==> src/rtl/watch_pkg.sv <==
// Shared definitions for the stopwatch: state codes for the control FSM and
// the default system clock frequency used by both control and datapath.
package watch_pkg;

  localparam int STATE_W = 2;

  typedef enum logic [STATE_W-1:0] {
    STOP  = 2'd0,
    RUN   = 2'd1,
    CLEAR = 2'd2
  } state_e;

  localparam int DEFAULT_CLK_HZ = 100_000_000;

endpackage

==> src/rtl/btn_debounce.sv <==
// One push-button cleaner: 2-flop synchronizer, sample history, debounced level
// and a single-cycle pulse on each rising edge of that level.
module btn_debounce #(
  parameter int STABLE_N = 8
) (
  input  logic clk,
  input  logic reset,
  input  logic btn_i,
  input  logic sample_tick_i,
  output logic event_o
);

  logic                sync1_q, sync2_q;
  logic [STABLE_N-1:0] hist_q, hist_d;
  logic                level_q, level_d;
  logic                level_prev_q;
  logic                event_q;

  // The level only moves when the whole window agrees; mixed histories hold it.
  always_comb begin
    hist_d  = hist_q;
    level_d = level_q;
    if (sample_tick_i) begin
      hist_d = {hist_q[STABLE_N-2:0], sync2_q};
      if (&hist_d) begin
        level_d = 1'b1;
      end else if (~|hist_d) begin
        level_d = 1'b0;
      end
    end
  end

  always_ff @(posedge clk or posedge reset) begin
    if (reset) begin
      sync1_q      <= 1'b0;
      sync2_q      <= 1'b0;
      hist_q       <= '0;
      level_q      <= 1'b0;
      level_prev_q <= 1'b0;
      event_q      <= 1'b0;
    end else begin
      sync1_q      <= btn_i;
      sync2_q      <= sync1_q;
      hist_q       <= hist_d;
      level_q      <= level_d;
      level_prev_q <= level_q;
      event_q      <= level_q & ~level_prev_q;
    end
  end

  assign event_o = event_q;

endmodule

==> src/rtl/stopwatch_ctrl.sv <==
// Stopwatch control front end: debounces three buttons and sequences
// run/stop/clear, driving the datapath enable/clear/change and a state code.
module stopwatch_ctrl
  import watch_pkg::*;
#(
  parameter int CLK_HZ    = DEFAULT_CLK_HZ,
  parameter int SAMPLE_HZ = 1000,
  parameter int STABLE_N  = 8
) (
  input  logic               clk,
  input  logic               reset,
  input  logic               btn_run,
  input  logic               btn_clear,
  input  logic               btn_mode,
  output logic               enable,
  output logic               clear,
  output logic               change,
  output logic [STATE_W-1:0] state
);

  localparam int DIV   = CLK_HZ / SAMPLE_HZ;
  localparam int CNT_W = $clog2(DIV);
  localparam logic [CNT_W-1:0] CNT_LAST = CNT_W'(DIV - 1);

  logic [CNT_W-1:0] div_q, div_d;
  logic             sample_tick;
  logic             ev_run, ev_clear, ev_mode;
  state_e           state_q;
  logic             enable_q, clear_q, change_q;

  assign sample_tick = (div_q == CNT_LAST);
  assign div_d       = sample_tick ? '0 : div_q + 1'b1;

  always_ff @(posedge clk or posedge reset) begin
    if (reset) begin
      div_q <= '0;
    end else begin
      div_q <= div_d;
    end
  end

  btn_debounce #(.STABLE_N(STABLE_N)) u_db_run (
    .clk           (clk),
    .reset         (reset),
    .btn_i         (btn_run),
    .sample_tick_i (sample_tick),
    .event_o       (ev_run)
  );

  btn_debounce #(.STABLE_N(STABLE_N)) u_db_clear (
    .clk           (clk),
    .reset         (reset),
    .btn_i         (btn_clear),
    .sample_tick_i (sample_tick),
    .event_o       (ev_clear)
  );

  btn_debounce #(.STABLE_N(STABLE_N)) u_db_mode (
    .clk           (clk),
    .reset         (reset),
    .btn_i         (btn_mode),
    .sample_tick_i (sample_tick),
    .event_o       (ev_mode)
  );

  // Outputs are registered alongside the state so they always match state_q.
  always_ff @(posedge clk or posedge reset) begin
    if (reset) begin
      state_q  <= STOP;
      enable_q <= 1'b0;
      clear_q  <= 1'b0;
    end else begin
      case (state_q)
        STOP: begin
          if (ev_run) begin
            state_q  <= RUN;
            enable_q <= 1'b1;
            clear_q  <= 1'b0;
          end else if (ev_clear) begin
            state_q  <= CLEAR;
            enable_q <= 1'b0;
            clear_q  <= 1'b1;
          end else begin
            enable_q <= 1'b0;
            clear_q  <= 1'b0;
          end
        end
        RUN: begin
          clear_q <= 1'b0;
          if (ev_run) begin
            state_q  <= STOP;
            enable_q <= 1'b0;
          end else begin
            enable_q <= 1'b1;
          end
        end
        CLEAR: begin
          state_q  <= STOP;
          enable_q <= 1'b0;
          clear_q  <= 1'b0;
        end
        default: begin
          state_q  <= STOP;
          enable_q <= 1'b0;
          clear_q  <= 1'b0;
        end
      endcase
    end
  end

  // Mode toggling bypasses the FSM entirely.
  always_ff @(posedge clk or posedge reset) begin
    if (reset) begin
      change_q <= 1'b0;
    end else begin
      change_q <= ev_mode;
    end
  end

  assign enable = enable_q;
  assign clear  = clear_q;
  assign change = change_q;
  assign state  = state_q;

endmodule

==> config.mk <==
export PLATFORM = sky130hd
export DESIGN_NAME = stopwatch_ctrl
export DESIGN_NICKNAME = d
export VERILOG_FILES = /design/src/rtl/watch_pkg.sv /design/src/rtl/btn_debounce.sv /design/src/rtl/stopwatch_ctrl.sv
export SDC_FILE = /design/constraint.sdc
export NUM_CORES = 1
export LEC_CHECK = 0
export CORE_MARGIN = 3
export CORE_UTILIZATION = 53
export CTS_CLUSTER_DIAMETER = 60
export DETAILED_ROUTE_END_ITERATION = 6
export PLACE_DENSITY = 0.74
export SETUP_SLACK_MARGIN = 0.02
export SYNTH_ARGS = -nofsm -noshare
export SYNTH_HDL_FRONTEND = slang
export SYNTH_SLANG_ARGS = --single-unit
==> constraint.sdc <==
create_clock -name clk -period 2.4 [get_ports clk]
set_clock_uncertainty 0.15 [all_clocks]
set_input_delay 0.72 -clock clk [delete_from_list [all_inputs] [get_ports clk]]
set_output_delay 0.72 -clock clk [all_outputs]
set_load 0.01 [all_outputs]
# Word-level counts from Yosys, hierarchy flattened
# Cells that the tools add are included.
[op_classes] add_sub_neg=1 n_reduce_logical=11 bitwise=6 n_eq_ne=7 n_mux=17
[op_table] operator="AND reduction 8 bit" n=3
[op_table] operator="OR reduction 8 bit" n=3
[op_table] operator="adder 17 x 1 -> 17 bit (second input constant)" n=1
[op_table] operator="== test 17 bit (second input constant)" n=1
[op_table] operator="2-to-1 mux 17 bit" n=1
[op_table] operator="2-to-1 mux 1 bit" n=11
[op_table] operator="inequality test 2 x 1 -> 1 bit (second input constant)" n=4
[op_table] operator="AND reduction 2 bit" n=4
[op_table] operator="2-to-1 mux 2 bit" n=3
[op_table] operator="one-hot mux 2 bit (2 select lines)" n=1
[op_table] operator="bitwise AND 1 bit" n=3
[op_table] operator="inequality test 3 x 1 -> 1 bit (second input constant)" n=1
[op_table] operator="NOT 1 bit" n=3
[op_table] operator="== test 2 x 1 -> 1 bit (second input constant)" n=1
[op_table] operator="zero test 2 bit" n=1
[op_table] operator="one-hot mux 1 bit (2 select lines)" n=1
[word_totals] output_inout_bits=5 input_bits=5 reg_bits=58 wordCells=65

# Depth between registers and ports, before layout
# Gate-level depths: netlist of run 1.
[logic_depth] ltp_word=3 mapped_depth=6 ltp_nobuf=5

# By module
# Synthesis of run 1 repeated with hierarchy kept, for this count alone.
[unflattened] hier_cells=181 hier_area_um2=2328.5
[modules_own_cells] module="btn_debounce" seq_area_each_um2=300.3 instances=3 area_per_inst_um2=447.9 cells_each=32
[modules_own_cells] module="stopwatch_ctrl" seq_area_each_um2=550.5 instances=1 area_per_inst_um2=984.7 cells_each=85

# Worst setup path after synthesis of run 1
# Ideal clock, no wire load.
[synth_path] path_kind="register to register" startpoint="reg div_q[5]" endpoint="reg u_db_clear.hist_q[0]" arrival_time_ns=2.010 stages_incl_launch_ff=5 path_buffers=1 path_slack_ns=0.116 setup_time_ns=0.125 synth_period_minus_slack_ns=2.284 t_required_ns=2.125 cell_sequence="dfrtp_1 -> or4_4 -> nor4_4 -> buf_4 -> mux2_2"
[synth_via] elab_chain_len=1
[synth_rtl] element="start: declaration" line_no="stopwatch_ctrl.sv:25" text="logic [CNT_W-1:0] div_q, div_d;"
[synth_rtl] element="start signal: assignment" line_no="stopwatch_ctrl.sv:38" text="div_q <= div_d;"
[synth_rtl] element="== test 17 bit" line_no="stopwatch_ctrl.sv:31" text="assign sample_tick = (div_q == CNT_LAST);"
[synth_rtl] element="end signal: assignment" line_no="btn_debounce.sv:44" text="hist_q <= hist_d;"
[synth_rtl] element="end: declaration" line_no="btn_debounce.sv:14" text="logic [STABLE_N-1:0] hist_q, hist_d;"
# Every way passes these cells.
# A chain may end at the register's enable or synchronous reset.

# Final worst setup path of run 1
[layout_path] startpoint="reg div_q[5]" endpoint="reg u_db_run.hist_q[3]"
[layout_via] elab_chain_len=1
[layout_rtl] element="== test 17 bit" line_no="stopwatch_ctrl.sv:31"
[layout_rtl] element="end signal: assignment" line_no="btn_debounce.sv:44"
[layout_rtl] element="end: declaration" line_no="btn_debounce.sv:14"
# Every way passes these cells.

==> flow_summary.json, run 1 <==
{
  "post-route-period-util": 0.929,
  "maxSlewViolCount": 0,
  "fp.dieH_um": 71.4,
  "cts_setup_buffers": 0,
  "reg2reg_to": "u_db_run.hist_q[3]",
  "die_w_um": 71.4,
  "drt_iter0_markers": 101,
  "grt.overflow.total": 0,
  "timing.rr.start": "div_q[5]",
  "postCtsHoldBufs": 0,
  "r2r_slack_ns": 0.17,
  "setup_violations": 0,
  "vias": 1327,
  "wl_mm": 3.32,
  "cts.clk_slew.worst_paths_ns": 0.06,
  "n_antenna_cell": 0,
  "fin_ws_ns": 0.169,
  "holdWs_ns": 0.198,
  "max_freq_mhz": 448,
  "gp_congestion": 0.922,
  "path_class": "flip-flop to flip-flop",
  "final_hold_viol_count": 0,
  "first_pass_iters": 4,
  "core-area_mm2": 0.00406,
  "layout.nets": 194,
  "initial_core_util": 0.558,
  "crit_path_end_kind": "flip-flop",
  "vias_per_cell": 5.48,
  "fin_cells": 242,
  "numCtsBuffers": 9,
  "synth_fp_nets": 175,
  "place_area_mm2": 0.00243,
  "grt_pass1_wl_mm": 5.83,
  "dieArea_mm2": 0.00509,
  "startpoint_type": "flip-flop",
  "hpwl_mm": 2.22,
  "num_io_pins": 10,
  "power_mw": 1.77,
  "synth_top_area_frac": 0.641,
  "ys_seq_area_frac": 0.641,
  "synthCells": 169,
  "powerDensity_mw_per_mm2": 680,
  "grt_pass1_vias": 1320,
  "rsz0062_at_grt": "no",
  "max_slew_margin": 0.601,
  "final_common_cell": "dfrtp_1",
  "synth_top_area_cell": "dfrtp_1",
  "ys_types": 26,
  "finalInstanceArea_mm2": 0.00260,
  "cts.sinks": 58,
  "cts_root_buffer": "clkbuf_8",
  "numPortBuffers": 9,
  "netlist_area_mm2": 0.00226,
  "fin_setup_tns_ns": 0,
  "h-tree-depth": 3,
  "leakage_nw": 1.23,
  "drt-wirelength-per-cell_um": 13.7,
  "r2r_cells": 4,
  "ys_ff_latch": 58,
  "peakVddDrop_v": 0.000340,
  "critPathMaxFanout": 35,
  "clockBufferDepth": 2,
  "num_rows": 23,
  "crit_arrival_ns": 2.29,
  "cts_tree": "done",
  "status": "finished clean",
  "grt_max_degree": 48,
  "final_cell_mix": "58 x dfrtp_1, 21 x mux2_2, 15 x nor2_1",
  "worst_pin_slew_ns": 0.594,
  "syn_avg_cell_area_um2": 13.4,
  "drive_gt1_frac": 0.214,
  "synthTopCellsByArea": "dfrtp_1 64%, mux2_2 10%, xnor2_1 4.3%",
  "post-route-min-period_ns": 2.23,
  "gr-usage-all-layers": 0.152,
  "clock_latency_ns": 0.32,
  "critical_path_required_ns": 2.46,
  "min_path_type": "flip-flop to flip-flop",
  "endpoint": "u_db_run.hist_q[3]",
  "drc_errors": 0,
  "cp-startpoint": "div_q[5]",
  "ant_nets": 0,
  "maxCapViolCount": 0,
  "yosysWarningCount": 0,
  "dp_slack_ns": 0.174,
  "antenna_found_initial": 0,
  "utilization": 0.642,
  "area_delta_synth_final_pct": 15.0,
  "ctsResizeCount": 0,
  "dpl.cell_count": 227
}
[worst min path at each step]
stage	from	end	slack [ns]	cells after the start
2_1_floorplan	u_db_mode.event_o	change	0.18	0
3_3_place_gp	u_db_run.sync1_q	u_db_run.sync2_q	0.18	0
3_5_place_dp	u_db_clear.sync1_q	u_db_clear.sync2_q	0.19	0
4_1_cts	u_db_clear.sync1_q	u_db_clear.sync2_q	0.20	0
5_1_grt	u_db_clear.sync1_q	u_db_clear.sync2_q	0.21	0
6_report	u_db_clear.sync1_q	u_db_clear.sync2_q	0.20	0
[state kept, by name (all words and copies together) (netlist names), 2 cells and up]
signal             cells
u_db_clear.hist_q      7
state                  2
u_db_mode.hist_q       7
div_q                 17
u_db_run.hist_q        7
[power breakdown]
part / internal (mW) / leakage [nW] / switching (mW) / total (mW)
Clock: 0.419 / 0.0920 / 0.334 / 0.754
Combinational: 0.0102 / 0.353 / 0.0196 / 0.0298
Sequential: 0.984 / 0.782 / 0.00255 / 0.986
Total: 1.41 / 1.23 / 0.357 / 1.77
[cell usage after synthesis]
master	n
dfrtp_1	58
mux2_2	21
nor2_1	15
nand4_1	12
xnor2_1	11
nand3_1	8
nor4_1	7
inv_1	5
nand2_1	5
nor2b_1	4
a22o_1	3
nor3_1	3
xor2_1	3
nor4b_1	2
a21oi_1	1
a31o_2	1
and3_1	1
buf_2	1
buf_4	1
buf_6	1
ha_1	1
mux2i_1	1
nor4_4	1
o41ai_1	1
or4_4	1
or4b_1	1
[layer usage]
| metal | up-vias | GRT usage | routed length [um] |
|---|---|---|---|
| met5 | - | 0 | 0 |
| met4 | 0 | 0.0939 | 106 |
| met3 | 10 | 0.0547 | 118 |
| met2 | 22 | 0.233 | 1550 |
| met1 | 651 | 0.184 | 1540 |
| li1 | 644 | - | - |
[worst max-delay path, stage by stage (launching register included)]
cell and delay (ns):
dfrtp_1 0.43, or4_4 0.58, nor4_4 0.35, buf_12 0.24, mux2_2 0.36
[area by class of cell]
type                            count  area (um2)
Clock buffer                       12         155
Clock inverter                      3        15.0
Fill cell                         307        1450
Inverter                            5        18.8
Multi-Input combinational cell    103         771
Sequential cell                    58        1450
Tap cell                           50        62.6
Timing Repair Buffer               11         130
[cells by family (layout without fill, tap and decap cells)]
family	Yosys count	count (layout)	synth area share
buffers and inverters	8	31	0.0188
DFF	58	58	0.641
xor gates and xnor gates	14	14	0.0541
adders and majority gates	1	1	0.00552
muxes	22	22	0.109
and+or+nand+nor	60	60	0.150
AOI/OAI and AO/OA	6	6	0.0215
No activity file was read; power rests on OpenSTA's default activity.
==> run 2: changes to the inputs <==
--- a/config.mk
+++ b/config.mk
@@ -9,6 +9,7 @@
 export CORE_UTILIZATION = 53
 export CTS_CLUSTER_DIAMETER = 60
 export DETAILED_ROUTE_END_ITERATION = 6
+export GPL_TIMING_DRIVEN = 0
 export PLACE_DENSITY = 0.74
 export SETUP_SLACK_MARGIN = 0.02
 export SYNTH_ARGS = -nofsm -noshare
==> flow_summary.json, run 2 (synthesized netlist as in run 1, its figures left out) <==
{
  "status": "finished clean",
  "powerDensity_mw_per_mm2": 669,
  "max_slew_margin": 0.580,
  "wl_mm": 3.49,
  "endpoint": "u_db_clear.hist_q[2]",
  "r2r_slack_ns": 0.08,
  "post-route-min-period_ns": 2.32,
  "worst_pin_slew_ns": 0.625,
  "switchingPower_mw": 0.368,
  "rsz0062_at_grt": "no",
  "cts_root_buffer": "clkbuf_8",
  "first_pass_iters": 4,
  "r2r_cells": 5,
  "grt_max_degree": 46,
  "grt.overflow.total": 0,
  "ant_nets": 0,
  "crit_arrival_ns": 2.37,
  "wl_met2_mm": 1.66,
  "clockBufferDepth": 2,
  "final_cell_mix": "58 x dfrtp_1, 21 x mux2_2, 15 x nor2_1",
  "layout.nets": 199,
  "dieArea_mm2": 0.00509,
  "timing.rr.start": "div_q[6]",
  "vias_per_cell": 5.54,
  "top_layer_used": "met4",
  "path_class": "flip-flop to flip-flop",
  "holdWs_ns": 0.202,
  "leakage_nw": 1.25,
  "maxCapViolCount": 0,
  "seqPwrFrac": 0.560,
  "gp_congestion": 0.806,
  "wl_met1_mm": 1.63,
  "clock_latency_ns": 0.33,
  "postCtsHoldBufs": 0,
  "setup_violations": 0,
  "grt_pass1_vias": 1389,
  "hpwl_mm": 2.27,
  "fin_setup_tns_ns": 0,
  "peakVddDrop_v": 0.000472,
  "post-route-period-util": 0.967,
  "final_hold_viol_count": 0,
  "numCtsBuffers": 9,
  "drive_gt1_frac": 0.232,
  "area_delta_synth_final_pct": 16.0,
  "largest_reg_flops": 17,
  "crit_path_end_kind": "flip-flop",
  "h-tree-depth": 3,
  "finalInstanceArea_mm2": 0.00263,
  "cts_tree": "done",
  "numPortBuffers": 9,
  "fp.dieH_um": 71.4,
  "reg2reg_to": "u_db_clear.hist_q[2]",
  "maxSlewViolCount": 0,
  "met3WireLength_um": 152,
  "n_antenna_cell": 0,
  "startpoint_type": "flip-flop",
  "critical_path_required_ns": 2.45,
  "p_int_mw": 1.39,
  "antenna_found_initial": 0,
  "cts.clk_slew.worst_paths_ns": 0.06,
  "drt_iter0_markers": 83,
  "initial_core_util": 0.558,
  "die_w_um": 71.4,
  "critPathMaxFanout": 10,
  "max_freq_mhz": 431,
  "p_clk_frac": 0.423,
  "pwr-share-comb": 0.017,
  "cp-startpoint": "div_q[6]",
  "core-area_mm2": 0.00406,
  "num_io_pins": 10,
  "drt-wirelength-per-cell_um": 14.1,
  "switching_share": 0.209,
  "cts.sinks": 58,
  "vias": 1375,
  "place_area_mm2": 0.00244,
  "drc_errors": 0,
  "gr-usage-all-layers": 0.165,
  "final_common_cell": "dfrtp_1",
  "num_rows": 23,
  "grt_pass1_wl_mm": 6.38,
  "min_path_type": "flip-flop to flip-flop",
  "regMostFlops": "div_q"
}
## run 2: cell type report
| type | count | area [um2] |
|---|---|---|
| flip-flops and latches | 58 | 1450 |
| fillers | 301 | 1430 |
| multi-input cells | 103 | 774 |
| clock buffers | 13 | 149 |
| repair buffers | 13 | 133 |
| well taps | 50 | 62.6 |
| plain buffers | 3 | 23.8 |
| inverters | 5 | 18.8 |
| clock inverters | 3 | 15.0 |
## run 2: per-layer routing
metal	track usage	vias up
met1	0.216	690
met4	0.0898	0
met2	0.233	21
met5	0	-
met3	0.0687	7
li1	-	657
## run 2: worst max-delay path, stage by stage (launching register included)
cell,delay (ns)
dfrtp_1,0.42
or4b_4,0.58
nor4_4,0.29
buf_4,0.20
buf_4,0.19
mux2_2,0.36
## run 2: metrics by stage
stage / util / power, mW / setup WS, ns / instances
after floorplan: - / 1.02 / 0.102 / 169
after global placement: 0.596 / 1.03 / -0.744 / 228
after detailed placement: 0.601 / 1.03 / -0.0981 / 229
after CTS: 0.647 / 1.79 / 0.0778 / 248
after global routing: 0.648 / 1.84 / 0.0280 / 248
final: 0.648 / 1.76 / 0.0786 / 248
## run 2: power groups by stage
stage / Clock [mW] / Sequential (mW) / Combinational (mW)
final: 0.743 / 0.986 / 0.0298
after global routing: 0.822 / 0.985 / 0.0349
after CTS: 0.772 / 0.986 / 0.0313
after detailed placement: 0 / 1.00 / 0.0312
after global placement: 0 / 1.00 / 0.0260
after floorplan: 0 / 1.00 / 0.0159
## run 2: how the worst min path moves through the flow
stage / cells after the start / from / slack [ns] / endpoint
3_3_place_gp: 0 / u_db_run.sync1_q / 0.18 / u_db_run.sync2_q
4_1_cts: 0 / u_db_mode.event_o / 0.20 / change
3_5_place_dp: 0 / u_db_mode.event_o / 0.18 / change
6_report: 0 / u_db_run.sync1_q / 0.20 / u_db_run.sync2_q
5_1_grt: 0 / u_db_mode.sync1_q / 0.21 / u_db_mode.sync2_q
2_1_floorplan: 0 / u_db_mode.event_o / 0.18 / change
## run 2: timing repair
action,in CTS,in global routing
pin swaps,1,0
gates resized for setup,0,1
endpoints found under the setup margin,19,10
setup buffers,3,0
endpoints found under the hold margin,0,0
